File: src/rtl/nor_chain_pulse_ctrl.sv
// Drives a measured-width pulse into two parallel NOR chains and times the
// synchronized response edges. The results are the rise and fall latencies plus status flags.
module nor_chain_pulse_ctrl #(
    parameter int CNT_W  = 12,
    parameter int PW_W   = 8,
    parameter int WINDOW = 1023
) (
    input  logic             CLK,
    input  logic             RST,
    input  logic             START,
    input  logic [1:0]       MODE,
    input  logic [PW_W-1:0]  PULSE_W,
    input  logic             OUT_Z1,
    input  logic             OUT_Z2,
    output logic             IN_A1,
    output logic             IN_A2,
    output logic             BUSY,
    output logic             DONE,
    output logic [CNT_W-1:0] RISE_LAT,
    output logic [CNT_W-1:0] FALL_LAT,
    output logic             RISE_SEEN,
    output logic             MISMATCH,
    output logic             TIMEOUT
);

    typedef enum logic [2:0] {
        S_IDLE, S_ARM, S_HIGH, S_LOW_WAIT, S_FIN
    } state_t;

    localparam logic [CNT_W-1:0] WIN_LAST = CNT_W'(WINDOW - 1);

    state_t           state_q, state_d;
    logic             z1_meta_q, z1_sync_q, z2_meta_q, z2_sync_q;
    logic             sel1_q, sel1_d, sel2_q, sel2_d;
    logic [PW_W-1:0]  pw_q, pw_d;
    logic [CNT_W-1:0] cnt_q, cnt_d, win_q, win_d;
    logic [CNT_W-1:0] rise_lat_q, rise_lat_d, fall_lat_q, fall_lat_d;
    logic             rise_seen_q, rise_seen_d, fall_seen_q, fall_seen_d;
    logic             mismatch_q, mismatch_d, timeout_q, timeout_d;
    logic             diff_prev_q, diff_prev_d;
    logic             in_a1_q, in_a1_d, in_a2_q, in_a2_d;
    logic             busy_q, busy_d, done_q, done_d;

    logic [CNT_W-1:0] pw_ext, cnt_inc;
    logic             diff, in_meas;

    always_comb begin
        pw_ext      = CNT_W'(pw_q);
        cnt_inc     = (cnt_q == '1) ? cnt_q : cnt_q + CNT_W'(1);
        diff        = z1_sync_q ^ z2_sync_q;
        in_meas     = (state_q == S_HIGH) || (state_q == S_LOW_WAIT);

        state_d     = state_q;
        sel1_d      = sel1_q;
        sel2_d      = sel2_q;
        pw_d        = pw_q;
        cnt_d       = cnt_q;
        win_d       = win_q;
        rise_lat_d  = rise_lat_q;
        fall_lat_d  = fall_lat_q;
        rise_seen_d = rise_seen_q;
        fall_seen_d = fall_seen_q;
        mismatch_d  = mismatch_q;
        timeout_d   = timeout_q;
        diff_prev_d = in_meas && diff;

        // Edge capture is shared by HIGH and LOW_WAIT; a fall only counts
        // once a rise was recorded in an earlier cycle.
        if (in_meas) begin
            cnt_d = cnt_inc;
            if (diff && diff_prev_q)
                mismatch_d = 1'b1;
            if (rise_seen_q && !fall_seen_q && !z1_sync_q) begin
                fall_seen_d = 1'b1;
                fall_lat_d  = (cnt_q >= pw_ext) ? cnt_q - pw_ext : '0;
            end
            if (!rise_seen_q && z1_sync_q) begin
                rise_seen_d = 1'b1;
                rise_lat_d  = cnt_q;
            end
        end

        case (state_q)
            S_IDLE: begin
                if (START) begin
                    sel1_d      = (MODE != 2'b10);
                    sel2_d      = (MODE != 2'b01);
                    pw_d        = (PULSE_W == '0) ? PW_W'(1) : PULSE_W;
                    rise_lat_d  = '0;
                    fall_lat_d  = '0;
                    rise_seen_d = 1'b0;
                    fall_seen_d = 1'b0;
                    mismatch_d  = 1'b0;
                    timeout_d   = 1'b0;
                    win_d       = '0;
                    state_d     = S_ARM;
                end
            end
            S_ARM: begin
                if (!z1_sync_q && !z2_sync_q) begin
                    cnt_d   = '0;
                    state_d = S_HIGH;
                end else if (win_q == WIN_LAST) begin
                    timeout_d = 1'b1;
                    state_d   = S_FIN;
                end else begin
                    win_d = win_q + CNT_W'(1);
                end
            end
            S_HIGH: begin
                if (cnt_q == pw_ext - CNT_W'(1)) begin
                    win_d   = '0;
                    state_d = S_LOW_WAIT;
                end
            end
            S_LOW_WAIT: begin
                if (fall_seen_d) begin
                    state_d = S_FIN;
                end else if (win_q == WIN_LAST) begin
                    // A filtered pulse (no rise at all) is not a timeout.
                    timeout_d = rise_seen_d;
                    state_d   = S_FIN;
                end else begin
                    win_d = win_q + CNT_W'(1);
                end
            end
            S_FIN:   state_d = S_IDLE;
            default: state_d = S_IDLE;
        endcase

        in_a1_d = (state_d == S_HIGH) && sel1_d;
        in_a2_d = (state_d == S_HIGH) && sel2_d;
        busy_d  = (state_d == S_ARM) || (state_d == S_HIGH) || (state_d == S_LOW_WAIT);
        done_d  = (state_d == S_FIN);
    end

    always_ff @(posedge CLK) begin
        if (RST) begin
            state_q     <= S_IDLE;
            z1_meta_q   <= 1'b0;
            z1_sync_q   <= 1'b0;
            z2_meta_q   <= 1'b0;
            z2_sync_q   <= 1'b0;
            sel1_q      <= 1'b0;
            sel2_q      <= 1'b0;
            pw_q        <= '0;
            cnt_q       <= '0;
            win_q       <= '0;
            rise_lat_q  <= '0;
            fall_lat_q  <= '0;
            rise_seen_q <= 1'b0;
            fall_seen_q <= 1'b0;
            mismatch_q  <= 1'b0;
            timeout_q   <= 1'b0;
            diff_prev_q <= 1'b0;
            in_a1_q     <= 1'b0;
            in_a2_q     <= 1'b0;
            busy_q      <= 1'b0;
            done_q      <= 1'b0;
        end else begin
            state_q     <= state_d;
            z1_meta_q   <= OUT_Z1;
            z1_sync_q   <= z1_meta_q;
            z2_meta_q   <= OUT_Z2;
            z2_sync_q   <= z2_meta_q;
            sel1_q      <= sel1_d;
            sel2_q      <= sel2_d;
            pw_q        <= pw_d;
            cnt_q       <= cnt_d;
            win_q       <= win_d;
            rise_lat_q  <= rise_lat_d;
            fall_lat_q  <= fall_lat_d;
            rise_seen_q <= rise_seen_d;
            fall_seen_q <= fall_seen_d;
            mismatch_q  <= mismatch_d;
            timeout_q   <= timeout_d;
            diff_prev_q <= diff_prev_d;
            in_a1_q     <= in_a1_d;
            in_a2_q     <= in_a2_d;
            busy_q      <= busy_d;
            done_q      <= done_d;
        end
    end

    assign IN_A1     = in_a1_q;
    assign IN_A2     = in_a2_q;
    assign BUSY      = busy_q;
    assign DONE      = done_q;
    assign RISE_LAT  = rise_lat_q;
    assign FALL_LAT  = fall_lat_q;
    assign RISE_SEEN = rise_seen_q;
    assign MISMATCH  = mismatch_q;
    assign TIMEOUT   = timeout_q;

endmodule

File: config.mk
export PLATFORM = sky130hd
export DESIGN_NAME = nor_chain_pulse_ctrl
export DESIGN_NICKNAME = d
export VERILOG_FILES = /design/src/rtl/nor_chain_pulse_ctrl.sv
export SDC_FILE = /design/constraint.sdc
export NUM_CORES = 1
export LEC_CHECK = 0
export CAP_MARGIN = 15
export CORE_UTILIZATION = 50
export DETAILED_ROUTE_END_ITERATION = 7
export PLACE_DENSITY = 0.73
export SLEW_MARGIN = 5
export SYNTH_ARGS = -nofsm -noshare
export SYNTH_HDL_FRONTEND = slang
export SYNTH_SLANG_ARGS = --single-unit
export TNS_END_PERCENT = 30
File: constraint.sdc
create_clock -name CLK -period 3.21 [get_ports CLK]
set_input_delay 0.642 -clock CLK [delete_from_list [all_inputs] [get_ports CLK]]
set_output_delay 0.642 -clock CLK [all_outputs]
set_load 0.02 [all_outputs]
==> results by group, run 1 <==
Worst setup path
  • Crit path top cell by count: sky130_fd_sc_hd__nor2_1
  • Critical register-to-register path startpoint: pw_q[1]$_SDFFE_PP0P_
  • Setup Crit Path Kind: reg2reg
  • CP Capture Type: register
  • Worst-path cell with the longest stage delay: sky130_fd_sc_hd__a2111oi_1
  • Critical Path Max Stage Delay: 0.59 ns
  • Crit path DAT: 3.03 ns
  • Worst R2R Setup Slack: 0.41 ns
  • FF-to-FF path depth: 9
  • Required time reported for the critical path endpoint: 3.44 ns
  • Max FO, Critical Path: 16
  • Buffers plus inverters on the worst setup path: 1
  • Critical path startpoint category: register
  • Timing endpoint of the critical path: win_q[3]$_SDFFE_PP0P_
  • Launching instance or port of the critical path: pw_q[1]$_SDFFE_PP0P_
  • Family of cells with the greatest summed delay on the critical path: compound AO/OA/AOI/OAI gates
  • Cell chain of the critical path: inv_1 > ha_1 > nor2_1 > nor2_1 > a221o_1 > a2111oi_1 > a31oi_4 > o21ai_0 > a21oi_1
  • Number of gates on the worst path with buffers counted: 9
  • Endpoint of the most critical register-to-register path: win_q[3]$_SDFFE_PP0P_

Logic synthesis
  • Post-synth net total: 505
  • Async set or reset register ratio after synthesis: 0
  • Dominant register cell in the synthesized netlist: sky130_fd_sc_hd__dfxtp_1
  • Unique masters post-synth: 53
  • Fraction of the yosys area taken by sequential cells: 0.394
  • Post-Syn Area per Cell: 7.90 um^2
  • Cell count after synthesis: 476
  • EDFF count, synth: 0
  • Cell area after synthesis: 3760 um^2
  • Yosys Warn Count: 0
  • Register bit total from synthesis: 74

STA
  • Pins Over Slew Limit: 0
  • RSZ-0062 raised after global routing: false
  • Post-layout min period: 2.80 ns
  • Achievable clock frequency: 0.357 GHz
  • Worst hold margin: 0.449 ns
  • Final number of hold-violating endpoints: 0
  • Fraction of the cycle the final worst path needs: 0.872
  • Tightest Pin Transition: 0.909 ns
  • Final total negative setup slack: 0 ns
  • Max-Slew Margin vs Limit: 0.393
  • Final worst clock skew: 0.00901 ns
  • Final setup vio count: 0

Die
  • Die Y-Extent: 88.7 um
  • IO Count: 46
  • Core Region: 7250 um^2
  • Number of rows created at floorplan: 31
  • Starting density of the core: 0.519
  • Floorplan die width: 88.7 um
  • Area of the die: 7870 um^2

Global routing
  • Global Route Usage Sum: 0.245
  • Via count of the first global-routing pass: 3158
  • Initial antenna violation count: 0
  • GR Overflow Total: 0
  • First-pass GRT wire length: 14.9 mm
  • Pin count of the biggest net entering global routing: 28

Clock network
  • Clock slew at reported path FFs: 0.08 ns
  • Number of hold buffers added after cts: 0
  • Buffer levels on the longest clock path: 2
  • Clock tree root buffer cell: sky130_fd_sc_hd__clkbuf_8
  • Number of CTS-inserted buffers: 9
  • Post-CTS Setup Inserts: 0
  • Htree depth: 3
  • Clock latency on the worst-skew pair: 0.35 ns
  • Total number of clock tree sinks: 74
  • CTS tree: yes
  • Number of instances resized during post-cts repair: 0

Drt
  • Total Routed Length: 8.59 mm
  • Starting DRC count in detailed routing: 200
  • Average routed wire per standard cell: 13.9 um
  • Antenna Nets Post-Route: 0
  • Routed vias: 3440
  • Via density: 5.58
  • DRC errors left: 0
  • Number of optimization iterations in the first detailed-route pass: 4

Pwr
  • Standby leakage power: 1.60 nW
  • Power density over the cells: 478 nW/um^2
  • Total power of the final layout: 2.15 mW
  • Largest voltage drop on the vdd net: 0.247 mV

Finish
  • Number of inserted diodes: 0
  • Area growth from synthesis to final layout: 19.3%
  • Fraction of layout instances using a drive strength above 1: 0.0463
  • Count of non-filler cells in the finished layout: 617
  • Net count reported at finish: 542

Placement
  • Cell count after placement: 601
  • Gp weighted congestion: 0.895
  • Post-DP HPWL: 6.19 mm
  • Total of buffers placed on input and output ports: 45

Flow run
  • Maximum capacitance violations: 0

Min path
  • Hold Path Class: reg2reg

Run status
  • Outcome: finished, final reports clean
-- flip-flops by register name (all words and copies together), names as in the netlist, 3 cells and up --
register  cells
FALL_LAT     12
RISE_LAT     12
cnt_q        12
pw_q          8
state_q       3
win_q        12
-- power by group --
group          internal [mW]  switching [mW]  total [mW]
Sequential             0.942          0.0292       0.971
Clock                  0.441           0.365       0.805
Combinational          0.153           0.216       0.369
-- kinds of logic (layout without fill, tap and decap cells) --
group,count (synthesis),in the layout,share of synthesized area
AO/OA/AOI/OAI,115,115,0.186
XOR/XNOR,21,21,0.0489
adder cells (fa/ha/maj),14,14,0.0486
buffers and inverters,45,87,0.0479
flip-flops,74,74,0.394
multiplexers,5,5,0.0133
AND/OR/NAND/NOR,202,202,0.262
-- Yosys cell counts, types with 2 or more instances --
cell type | instances | area (um^2)
sky130_fd_sc_hd__a21o_1 | 2 | 15.0
sky130_fd_sc_hd__o21ai_0 | 14 | 70.1
sky130_fd_sc_hd__a22oi_1 | 9 | 67.6
sky130_fd_sc_hd__and3_1 | 4 | 25.0
sky130_fd_sc_hd__nand2b_1 | 6 | 37.5
sky130_fd_sc_hd__nor3b_1 | 2 | 15.0
sky130_fd_sc_hd__o21a_1 | 3 | 22.5
sky130_fd_sc_hd__a21oi_1 | 48 | 240
sky130_fd_sc_hd__a211oi_1 | 3 | 22.5
sky130_fd_sc_hd__mux2i_1 | 5 | 50.1
sky130_fd_sc_hd__a31oi_1 | 8 | 50.1
sky130_fd_sc_hd__clkbuf_1 | 18 | 67.6
sky130_fd_sc_hd__nand3_1 | 15 | 75.1
sky130_fd_sc_hd__xor2_1 | 12 | 105
sky130_fd_sc_hd__and3b_1 | 2 | 17.5
sky130_fd_sc_hd__nand4_1 | 14 | 87.6
sky130_fd_sc_hd__inv_1 | 22 | 82.6
sky130_fd_sc_hd__nor3_1 | 14 | 70.1
sky130_fd_sc_hd__nor4_1 | 4 | 25.0
sky130_fd_sc_hd__xnor2_1 | 9 | 78.8
sky130_fd_sc_hd__nor2b_1 | 10 | 62.6
sky130_fd_sc_hd__nor2_1 | 56 | 210
sky130_fd_sc_hd__buf_2 | 3 | 15.0
sky130_fd_sc_hd__or4_1 | 5 | 37.5
sky130_fd_sc_hd__o31a_1 | 2 | 17.5
sky130_fd_sc_hd__o21ai_1 | 11 | 55.1
sky130_fd_sc_hd__nand2_1 | 52 | 195
sky130_fd_sc_hd__o21bai_1 | 2 | 15.0
sky130_fd_sc_hd__or3_1 | 8 | 50.1
sky130_fd_sc_hd__or2_2 | 2 | 12.5
sky130_fd_sc_hd__nand3b_1 | 2 | 15.0
sky130_fd_sc_hd__dfxtp_1 | 74 | 1480
sky130_fd_sc_hd__ha_1 | 13 | 163
sky130_fd_sc_hd__o31ai_1 | 3 | 22.5
-- placed cells by master, fill, tap and decap left out, types with 14 or more instances in the layout --
master,n
sky130_fd_sc_hd__inv_1,22
sky130_fd_sc_hd__clkdlybuf4s50_1,45
sky130_fd_sc_hd__nand2_1,52
sky130_fd_sc_hd__a21oi_1,48
sky130_fd_sc_hd__nor3_1,14
sky130_fd_sc_hd__nor2_1,56
sky130_fd_sc_hd__nand4_1,14
sky130_fd_sc_hd__o21ai_0,14
sky130_fd_sc_hd__nand3_1,15
sky130_fd_sc_hd__dfxtp_1,74
-- layer usage --
metal / routed length, um / vias to the layer above / global-route usage
met2: 4080 / 71 / 0.405
met5: 0 / - / 0
met1: 3970 / 1603 / 0.308
met4: 207 / 0 / 0.120
met3: 331 / 20 / 0.0457
li1: - / 1746 / -
-- worst min-delay path by stage --
stage	cells past startpoint	end	slack (ns)	from
final	1	z2_sync_q$_SDFF_PP0_	0.45	z2_meta_q$_SDFF_PP0_
after global routing	1	z2_sync_q$_SDFF_PP0_	0.46	z2_meta_q$_SDFF_PP0_
after CTS	1	z2_sync_q$_SDFF_PP0_	0.45	z2_meta_q$_SDFF_PP0_
after detailed placement	1	z2_sync_q$_SDFF_PP0_	0.43	z2_meta_q$_SDFF_PP0_
after global placement	1	z2_sync_q$_SDFF_PP0_	0.42	z2_meta_q$_SDFF_PP0_
after floorplan	1	z1_sync_q$_SDFF_PP0_	0.41	z1_meta_q$_SDFF_PP0_
-- metrics by stage --
step	setup slack [ns]	area [um^2]	utilization
after CTS	0.427	4490	0.618
after global placement	0.576	4270	0.588
after global routing	0.183	4490	0.618
after detailed placement	0.470	4270	0.588
final	0.409	4490	0.618
after floorplan	0.748	3760	-
-- cell type report --
cell class	count	area [um^2]
Clock buffer	10	128
Sequential cell	74	1480
Timing Repair Buffer	49	480
Multi-Input combinational cell	357	2100
Tap cell	99	124
Clock inverter	6	90.1
Fill cell	689	2770
Inverter	22	82.6
Note: power is estimated with default switching activity, not from simulation.
==> run 2, diff against run 1 <==
--- a/config.mk
+++ b/config.mk
@@ -7,9 +7,9 @@
 export LEC_CHECK = 0
 export CAP_MARGIN = 15
 export CORE_UTILIZATION = 50
+export CTS_BUF_LIST = sky130_fd_sc_hd__clkbuf_4 sky130_fd_sc_hd__clkbuf_8 sky130_fd_sc_hd__clkbuf_16
 export DETAILED_ROUTE_END_ITERATION = 7
 export PLACE_DENSITY = 0.73
-export SLEW_MARGIN = 5
 export SYNTH_ARGS = -nofsm -noshare
 export SYNTH_HDL_FRONTEND = slang
 export SYNTH_SLANG_ARGS = --single-unit
==> run 2 against run 1 <==
Effect of this change: clock skew hardly changed; combinational power hardly changed; sequential power hardly changed; critical path type unchanged; critical endpoint unchanged.
==> results by group, run 2 (same netlist as run 1, synthesis figures left out) <==
Worst setup path
  • Worst R2R Setup Slack: 0.41 ns (about the same)
  • Endpoint of the most critical register-to-register path: win_q[3]$_SDFFE_PP0P_ (unchanged)
  • Critical Path Max Stage Delay: 0.59 ns (about the same)
  • Required time reported for the critical path endpoint: 3.44 ns (about the same)
  • Max FO, Critical Path: 16 (unchanged)
  • Crit path DAT: 3.03 ns (about the same)
  • FF-to-FF path depth: 9 (unchanged)
  • Crit path top cell by count: sky130_fd_sc_hd__nor2_1 (unchanged)
  • Critical path startpoint category: register (unchanged)
  • Setup Crit Path Kind: reg2reg (unchanged)
  • Buffers plus inverters on the worst setup path: 1 (unchanged)
  • Launching instance or port of the critical path: pw_q[1]$_SDFFE_PP0P_ (unchanged)
  • Family of cells with the greatest summed delay on the critical path: compound AO/OA/AOI/OAI gates (unchanged)
  • Cell chain of the critical path: inv_1 > ha_1 > nor2_1 > nor2_1 > a221o_1 > a2111oi_1 > a31oi_4 > o21ai_0 > a21oi_1 (unchanged)
  • Critical register-to-register path startpoint: pw_q[1]$_SDFFE_PP0P_ (unchanged)
  • Worst-path cell with the longest stage delay: sky130_fd_sc_hd__a2111oi_1 (unchanged)
  • CP Capture Type: register (unchanged)

STA
  • Final total negative setup slack: 0 ns (unchanged)
  • Final setup vio count: 0 (unchanged)
  • Max-Slew Margin vs Limit: 0.393 (about the same)
  • Final critical-path setup slack: 0.409 ns (about the same)
  • Final worst clock skew: 0.00945 ns (was 0.00901 ns)
  • Pins Over Slew Limit: 0 (unchanged)
  • RSZ-0062 raised after global routing: false (unchanged)
  • Tightest Pin Transition: 0.909 ns (about the same)
  • Worst hold margin: 0.449 ns (about the same)
  • Achievable clock frequency: 0.357 GHz (about the same)
  • Fraction of the cycle the final worst path needs: 0.872 (about the same)
  • Post-layout min period: 2.80 ns (about the same)
  • Final number of hold-violating endpoints: 0 (unchanged)

Clock network
  • Number of hold buffers added after cts: 0 (unchanged)
  • Post-CTS Setup Inserts: 0 (unchanged)
  • Total number of clock tree sinks: 74 (unchanged)
  • Buffer levels on the longest clock path: 2 (unchanged)
  • Clock latency on the worst-skew pair: 0.36 ns (was 0.35 ns)
  • Clock tree root buffer cell: sky130_fd_sc_hd__clkbuf_8 (unchanged)
  • Clock slew at reported path FFs: 0.08 ns (about the same)
  • CTS tree: yes (unchanged)
  • Number of CTS-inserted buffers: 9 (unchanged)
  • Htree depth: 3 (unchanged)
  • Number of instances resized during post-cts repair: 0 (unchanged)

Drt
  • DRC errors left: 0 (unchanged)
  • Antenna Nets Post-Route: 0 (unchanged)
  • Total Routed Length: 8.59 mm (about the same)
  • Number of optimization iterations in the first detailed-route pass: 4 (unchanged)
  • Starting DRC count in detailed routing: 200 (unchanged)
  • Average routed wire per standard cell: 13.9 um (about the same)
  • Routed vias: 3445 (was 3440)
  • Via density: 5.58 (about the same)

Global routing
  • Initial antenna violation count: 0 (unchanged)
  • GR Overflow Total: 0 (unchanged)
  • Pin count of the biggest net entering global routing: 28 (unchanged)
  • First-pass GRT wire length: 14.9 mm (unchanged)
  • Global Route Usage Sum: 0.245 (unchanged)
  • Via count of the first global-routing pass: 3158 (unchanged)

Finish
  • Highest-count cells in the layout ignoring fill and taps: sky130_fd_sc_hd__dfxtp_1 (74), sky130_fd_sc_hd__nor2_1 (56), sky130_fd_sc_hd__nand2_1 (52) (unchanged)
  • Number of inserted diodes: 0 (unchanged)
  • Fraction of layout instances using a drive strength above 1: 0.0483 (was 0.0463)
  • Area growth from synthesis to final layout: 19.4% (was 19.3%)
  • Commonest non-fill, non-tap cell in the layout: sky130_fd_sc_hd__dfxtp_1 (unchanged)
  • Count of non-filler cells in the finished layout: 617 (unchanged)
  • Net count reported at finish: 542 (unchanged)

Pwr
  • Largest voltage drop on the vdd net: 0.247 mV (about the same)
  • Total power of the final layout: 2.15 mW (about the same)
  • Standby leakage power: 1.60 nW (about the same)
  • Power density over the cells: 480 nW/um^2 (was 478 nW/um^2)

Placement
  • Post-DP HPWL: 6.19 mm (unchanged)
  • Gp weighted congestion: 0.895 (unchanged)
  • Cell count after placement: 601 (unchanged)
  • Total of buffers placed on input and output ports: 45 (unchanged)
  • Post-placement worst setup slack: 0.470 ns (unchanged)

Die
  • Die Y-Extent: 88.7 um (unchanged)
  • IO Count: 46 (unchanged)
  • Floorplan die width: 88.7 um (unchanged)
  • Number of rows created at floorplan: 31 (unchanged)
  • Area of the die: 7870 um^2 (unchanged)
  • Core Region: 7250 um^2 (unchanged)
  • Starting density of the core: 0.519 (unchanged)

Min path
  • Hold Crit Depth: 1 (unchanged)
  • Worst Min Path Start: z2_meta_q$_SDFF_PP0_ (unchanged)
  • Hold path endpoint: z2_sync_q$_SDFF_PP0_ (unchanged)
  • Hold Path Class: reg2reg (unchanged)

Flow run
  • Maximum capacitance violations: 0 (unchanged)

Run status
  • Outcome: finished, final reports clean (unchanged)
==> run 2: worst register-to-register path: cells and delay by family, from the launching register on <==
kind	cells	cell delay, ns
compound gates	5	1.54
flops	1	0.45
fa+ha+maj	1	0.32
simple gates	2	0.20
buf+inv	1	0.16
==> run 2: final cells by class <==
class                   count  area [um^2]
clock buffers              10          131
clock inverters             6         90.1
fillers                   687         2760
inverters                  22         82.6
multi-input cells         357         2100
flip-flops and latches     74         1480
well taps                  99          124
repair buffers             49          480
==> run 2: worst max-delay path by stage <==
stage                                   to  slack (ns)  depth (start not counted)
detailed placement   win_q[3]$_SDFFE_PP0P_        0.47                          9
global route         win_q[3]$_SDFFE_PP0P_        0.18                          9
global placement     win_q[3]$_SDFFE_PP0P_        0.58                          9
floorplan           win_q[11]$_SDFFE_PP0P_        0.75                         11
finish               win_q[3]$_SDFFE_PP0P_        0.41                          9
CTS                  win_q[3]$_SDFFE_PP0P_        0.43                          9
==> run 2: routing by layer <==
| metal | up-vias | track usage | wire, um |
|---|---|---|---|
| met4 | 0 | 0.120 | 207 |
| met3 | 20 | 0.0457 | 347 |
| met2 | 75 | 0.405 | 4090 |
| met1 | 1604 | 0.308 | 3940 |
| met5 | - | 0 | 0 |
| li1 | 1746 | - | - |
==> run 2: through the flow <==
step           area (um^2)  utilization
2_1_floorplan         3760            -
3_3_place_gp          4270        0.588
3_5_place_dp          4270        0.588
4_1_cts               4490        0.619
5_1_grt               4490        0.619
6_report              4490        0.619
==> run 2: where the power goes <==
group	leakage, nW	switching (mW)	internal, mW	total, mW
Clock	0.110	0.365	0.449	0.814
Combinational	0.894	0.216	0.153	0.369
Sequential	0.600	0.0292	0.942	0.971
Total	1.60	0.610	1.54	2.15
==> run 3, diff against run 2 <==
--- a/config.mk
+++ b/config.mk
@@ -9,6 +9,7 @@
 export CORE_UTILIZATION = 50
 export CTS_BUF_LIST = sky130_fd_sc_hd__clkbuf_4 sky130_fd_sc_hd__clkbuf_8 sky130_fd_sc_hd__clkbuf_16
 export DETAILED_ROUTE_END_ITERATION = 7
+export GPL_TIMING_DRIVEN = 1
 export PLACE_DENSITY = 0.73
 export SYNTH_ARGS = -nofsm -noshare
 export SYNTH_HDL_FRONTEND = slang
==> results of run 3 <==
Same layout as run 2: the final DEF is identical, and so are final timing and power.
